==> src/rtl/dmem_responder_pkg.sv <==
// Shared types and widths for the handshaked data-memory responder.
package dmem_responder_pkg;

  localparam int DATA_W = 32;
  localparam int BE_W   = 4;

  typedef enum logic [1:0] {
    IDLE,
    BUSY,
    RESP
  } state_e;

endpackage

==> src/rtl/dmem_responder_array.sv <==
// Word storage with byte-lane writes and a registered read/response port.
module dmem_responder_array
  import dmem_responder_pkg::*;
#(
  parameter int DEPTH = 64,
  parameter int IW    = 6
) (
  input  logic              clk,
  input  logic              reset,
  input  logic              acc,
  input  logic              clr,
  input  logic              we,
  input  logic [IW-1:0]     idx,
  input  logic [DATA_W-1:0] wdata,
  input  logic [BE_W-1:0]   be,
  output logic [DATA_W-1:0] rdata
);

  logic [DATA_W-1:0] mem [DEPTH];

  always_ff @(posedge clk) begin
    if (acc && we) begin
      for (int i = 0; i < BE_W; i++) begin
        if (be[i]) mem[idx][8*i +: 8] <= wdata[8*i +: 8];
      end
    end
  end

  // rdata doubles as the response data register
  always_ff @(posedge clk or negedge reset) begin
    if (!reset) begin
      rdata <= '0;
    end else if (acc) begin
      rdata <= we ? '0 : mem[idx];
    end else if (clr) begin
      rdata <= '0;
    end
  end

endmodule

==> src/rtl/dmem_responder.sv <==
// Data-side memory target: req/rsp handshakes, wait states, error decode.
module dmem_responder
  import dmem_responder_pkg::*;
#(
  parameter int DEPTH       = 64,
  parameter int WAIT_CYCLES = 2
) (
  input  logic              clk,
  input  logic              reset,
  input  logic              req_valid,
  output logic              req_ready,
  input  logic              req_we,
  input  logic [31:0]       req_addr,
  input  logic [DATA_W-1:0] req_wdata,
  input  logic [BE_W-1:0]   req_be,
  output logic              rsp_valid,
  input  logic              rsp_ready,
  output logic [DATA_W-1:0] rsp_rdata,
  output logic              rsp_err
);

  localparam int IW = (DEPTH > 1) ? $clog2(DEPTH) : 1;
  localparam int CW = (WAIT_CYCLES > 0) ? $clog2(WAIT_CYCLES + 1) : 1;
  localparam logic [CW-1:0] WAIT_LD = CW'(WAIT_CYCLES);

  state_e            state;
  state_e            state_nx;
  logic [CW-1:0]     cnt;
  logic              we_q;
  logic [31:0]       addr_q;
  logic [DATA_W-1:0] wdata_q;
  logic [BE_W-1:0]   be_q;
  logic              err;
  logic              accept;
  logic              fire;
  logic              done;
  logic              acc;
  logic              clr;

  assign err = (addr_q[1:0] != 2'b00) ||
               ({2'b00, addr_q[31:2]} >= 32'(DEPTH));

  always_comb begin
    state_nx = state;
    accept   = 1'b0;
    fire     = 1'b0;
    done     = 1'b0;
    case (state)
      IDLE: begin
        if (req_valid) begin
          accept   = 1'b1;
          state_nx = BUSY;
        end
      end
      BUSY: begin
        if (cnt == '0) begin
          fire     = 1'b1;
          state_nx = RESP;
        end
      end
      RESP: begin
        if (rsp_ready) begin
          done     = 1'b1;
          state_nx = IDLE;
        end
      end
      default: state_nx = IDLE;
    endcase
  end

  // errored requests never strobe the array, only clear its data reg
  assign acc = fire && !err;
  assign clr = (fire && err) || done;

  assign req_ready = (state == IDLE);
  assign rsp_valid = (state == RESP);

  always_ff @(posedge clk or negedge reset) begin
    if (!reset) begin
      state   <= IDLE;
      cnt     <= '0;
      we_q    <= 1'b0;
      addr_q  <= '0;
      wdata_q <= '0;
      be_q    <= '0;
      rsp_err <= 1'b0;
    end else begin
      state <= state_nx;
      if (accept) begin
        we_q    <= req_we;
        addr_q  <= req_addr;
        wdata_q <= req_wdata;
        be_q    <= req_be;
        cnt     <= WAIT_LD;
      end else if (state == BUSY && cnt != '0) begin
        cnt <= cnt - CW'(1);
      end
      if (fire) begin
        rsp_err <= err;
      end else if (done) begin
        rsp_err <= 1'b0;
      end
    end
  end

  dmem_responder_array #(
    .DEPTH (DEPTH),
    .IW    (IW)
  ) u_array (
    .clk   (clk),
    .reset (reset),
    .acc   (acc),
    .clr   (clr),
    .we    (we_q),
    .idx   (addr_q[IW+1:2]),
    .wdata (wdata_q),
    .be    (be_q),
    .rdata (rsp_rdata)
  );

endmodule
==> config.mk <==
export PLATFORM = sky130hd
export DESIGN_NAME = dmem_responder
export DESIGN_NICKNAME = d
export VERILOG_FILES = /design/src/rtl/dmem_responder_pkg.sv /design/src/rtl/dmem_responder_array.sv /design/src/rtl/dmem_responder.sv
export SDC_FILE = /design/constraint.sdc
export NUM_CORES = 2
export LEC_CHECK = 0
export ABC_AREA = 1
export ABC_CLOCK_PERIOD_IN_PS = 2210
export CORE_MARGIN = 5
export CORE_UTILIZATION = 35
export CTS_CLUSTER_SIZE = 30
export DETAILED_ROUTE_END_ITERATION = 7
export SYNTH_ARGS = -nofsm -noshare
export SYNTH_HDL_FRONTEND = slang
export SYNTH_SLANG_ARGS = --single-unit
==> constraint.sdc <==
create_clock -name clk -period 2.21 [get_ports clk]
set_clock_uncertainty 0.1 [all_clocks]
set_input_delay 0.221 -clock clk [delete_from_list [all_inputs] [get_ports clk]]
set_output_delay 0.221 -clock clk [all_outputs]
set_load 0.01 [all_outputs]
==> results.md <==
- VDD IR max: 1.21 mV
- Synthesis-to-layout area growth: 23.7%
- Syn Area/Cell: 10.1 µm²
- Final Non-Filler Cells: 13716
- Die height: 526 µm
- Max-cap check violation count: 0
- RSZ-0062 raised after global routing: true
- # clock sinks: 2154
- Largest net degree at the start of global routing: 66
- Final ANT Viol Nets: 0
- Rel. slew slack: 0.246
- Synthesis Warnings: 0
- Clock-pin slew on the worst setup and hold paths: 0.06 ns
- Post-synth top area share: 0.661
- GRT Total Usage: 0.198
- Setup ws final: -0.335 ns
- Worst setup path startpoint: addr_q[2]$_DFFE_PN0P_
- Hold Slack: around 0.18 ns
- CTS H-tree lvls: 4
- Boundary pin count: 108
- Status: finished with violations
- Netlist Area Pre-Place: 93100 µm²
- Die W: 526 µm
- Vias: 65596
- GRT Residual Overflow: 0
- Fraction of layout cells with a size suffix above 1: 0.154
- #FFs+latches synth: 2154
- CP arrival: around 3.2 ns
- First-pass GRT wire length: 409 mm
- Area of the multi-input gates: 21400 µm²
- Clock Latency Late Sink: between 0.8 and 0.9 ns
- Final hold vios: 0
- Final setup TNS: -417.53 ns
- Leak Pwr: 50.0 nW
- Async set-reset flop share out of synthesis: 0.0492
- Top delay family on crit path: simple AND/OR/NAND/NOR gates
- Worst setup SP type: flip-flop
- Starting Density: 0.351
- Top cell type by total area after synthesis: edfxtp_1
- Slew Limit Fails: 0
- Hold Crit Class: in2reg
- RR Startpoint: addr_q[2]$_DFFE_PN0P_
- Area contributors post-synth: edfxtp_1 66%, nand2_1 12%, inv_1 7.5%
- Post-synthesis sequential area ratio: 0.689
- # nets final: 10077
- Core area: 265000 µm²
- Library cells used by synthesis: 27
- CP Capture Type: flip-flop
- # port buffers: 107
- Vias/cell: roughly 4.8
- Fmax: approximately 0.4 GHz
- Syn nets: between 9000 and 10000
- Slew @ Worst Pin: 1.13 ns
- Initial antenna violation count: 17
- Top cell by count, worst path: nand2_1
- CP Class: reg2reg
- Routed Wire Length: between 200 and 300 mm
- Sequential Area: about 64000 µm²
- Failing checks: DRC, setup timing
- Vias in the first global route: 63561
- Crit-path max FO: 26
- CP max stage cell: dfrtp_4
- Number of flops mapped to enable cells by yosys: 2048
- WP buf/inv: 3
- RD Place Congestion: between 0.9 and 1
- Dpl cells: 13215
- Final min period: 2.54 ns
- Synth Flop Type: edfxtp_1
- Mapped Cells: 9194
- Clock buffer depth: 3
- Power per cell area: about 1200 nW/µm²
- Crit path largest cell delay: 0.54 ns
- Hold Crit Start: req_wdata[15]
- Die ar.: 276000 µm²
- DR DRC count: 1
- TritonCTS clock tree: yes
- Wire length per cell: 20.7 µm
- FP Rows: 189
- Root Buffer: clkbuf_16
- Detailed Route Iter0 Violations: a little over 7000
- Final setup fails: 2097
- First-pass DRT Iterations: 8
- Layout fillers: 24628
- Crit-path cells: buf_12 > buf_16 > buf_4 > nand2_1 > nand3_1 > nand2_1 > o21ai_1 > nand2_1 > nor2_1 > nand2_1 > nand2_1 > nand2_1
- WP data required: 2.86 ns
- HPWL Detailed: 184 mm
- Tcrit/Tclk final: 1.15
- Number of CTS-inserted buffers: between 200 and 250
## worst min-delay path, cell delays in order
cell and delay [ns]:
clkdlybuf4s50_1 0.61, nand2_1 0.23, nand2_1 0.06
## routing by layer
layer | vias up | part of all wire | global-route usage
li1 | 30653 | - | -
met1 | 31646 | 0.40 | 0.260
met2 | 2796 | 0.47 | 0.322
met3 | 489 | 0.081 | 0.0315
met4 | 12 | 0.048 | 0.0908
met5 | - | 0.00028 | 0
## metrics by stage
step	total power (W)	setup WS (ns)	util	instance area [µm²]
floorplan	0.0745	-0.116	-	93100
global placement	0.0972	-0.545	0.394	104000
detailed placement	0.0975	-0.538	0.394	104000
CTS	0.134	-0.291	0.426	113000
global route	0.139	-0.404	0.435	115000
finish	0.134	-0.335	0.435	115000
## power by group
group | internal, W | switching, W
combinational | 0.0146 | 0.0316
clock | 0.0200 | 0.0156
sequential | 0.0507 | 0.00163
total | 0.0852 | 0.0488
## state kept, by name (all words and copies together), names as in the netlist
| signal | cells |
|---|---|
| addr_q | 32 |
| we_q | 1 |
| u_array.rdata | 32 |
| state | 2 |
| u_array.mem | 2048 |
| cnt | 2 |
| be_q | 4 |
| rsp_err | 1 |
| wdata_q | 32 |
## synth_stat cells, drive strengths merged (2+ instances only)
| master | number |
|---|---|
| o21ai | 272 |
| clkbuf | 96 |
| dfrtp | 106 |
| nor2 | 412 |
| nand3 | 964 |
| nand4 | 2 |
| buf | 320 |
| nor3 | 14 |
| o211ai | 31 |
| nand2 | 2916 |
| inv | 1877 |
| or2 | 130 |
| edfxtp | 2048 |
## final cells by class
cell class / instances / share of cell area
Sequential cell: 2154 / 0.558
Multi-Input combinational cell: 4747 / 0.186
Timing Repair Buffer: 1014 / 0.0971
Inverter: 1877 / 0.0614
Clock buffer: 249 / 0.0474
Tap cell: 3533 / 0.0384
Clock inverter: 140 / 0.0119
Antenna cell: 2 / 0.0000435
## path summary, 6_finish.rpt
| check | end | slack, ns | cells past startpoint |
|---|---|---|---|
| max | u_array.rdata[5]$_DFFE_PN0P_ | -0.33 | 12 |
| min reg2reg | addr_q[18]$_DFFE_PN0P_ | 0.38 | 2 |
| min in group asynchronous | u_array.rdata[29]$_DFFE_PN0P_ | 0.30 | 4 |
| max reg2reg | u_array.rdata[5]$_DFFE_PN0P_ | -0.33 | 12 |
| min | wdata_q[15]$_DFFE_PN0P_ | 0.18 | 3 |
| max in group asynchronous | u_array.rdata[14]$_DFFE_PN0P_ | 1.13 | 5 |
## cells by family (layout without fill, tap and decap cells)
| kind of cell | Yosys count | after routing | share of synthesized area |
|---|---|---|---|
| other | 0 | 2 | 0 |
| buffers and inverters | 2293 | 3280 | 0.0969 |
| AO/OA/AOI/OAI | 306 | 306 | 0.0173 |
| flip-flops | 2154 | 2154 | 0.689 |
| AND/OR/NAND/NOR | 4440 | 4440 | 0.196 |
| adder cells (fa/ha/maj) | 1 | 1 | 0.000134 |
## cells in the final DEF, fill, tap and decap left out, types with 3 or more instances in the layout
master,count
clkbuf_16,219
nor2_2,33
nand3_1,963
clkdlybuf4s50_1,102
clkinv_8,6
inv_2,6
clkinv_1,41
o21ai_0,163
buf_6,185
o211ai_1,31
dfrtp_2,32
clkbuf_8,5
clkinv_16,3
bufbuf_16,4
nor2_4,164
nand2_2,14
o21ai_2,12
dfrtp_1,72
nand2_1,2897
inv_6,4
dlygate4sd3_1,68
clkbuf_1,34
inv_1,1869
nor2_1,215
o21ai_1,97
clkinvlp_4,9
clkinv_2,53
bufinv_16,20
buf_12,125
edfxtp_1,2048
or2_2,128
buf_16,30
nor3_2,8
nand2_8,4
nor3_1,4
buf_4,485
## what timing repair did
item | CTS | global route
endpoints found under the setup margin | 2105 | 2103
hold buffers | 69 | 0
gates cloned | 21 | 12
hold endpoints to repair | 173 | 0
pin swaps | 8 | 3
gates resized for setup | 157 | 500
buffers inserted | 2 | 8
Note: power is estimated with default switching activity, not from simulation.
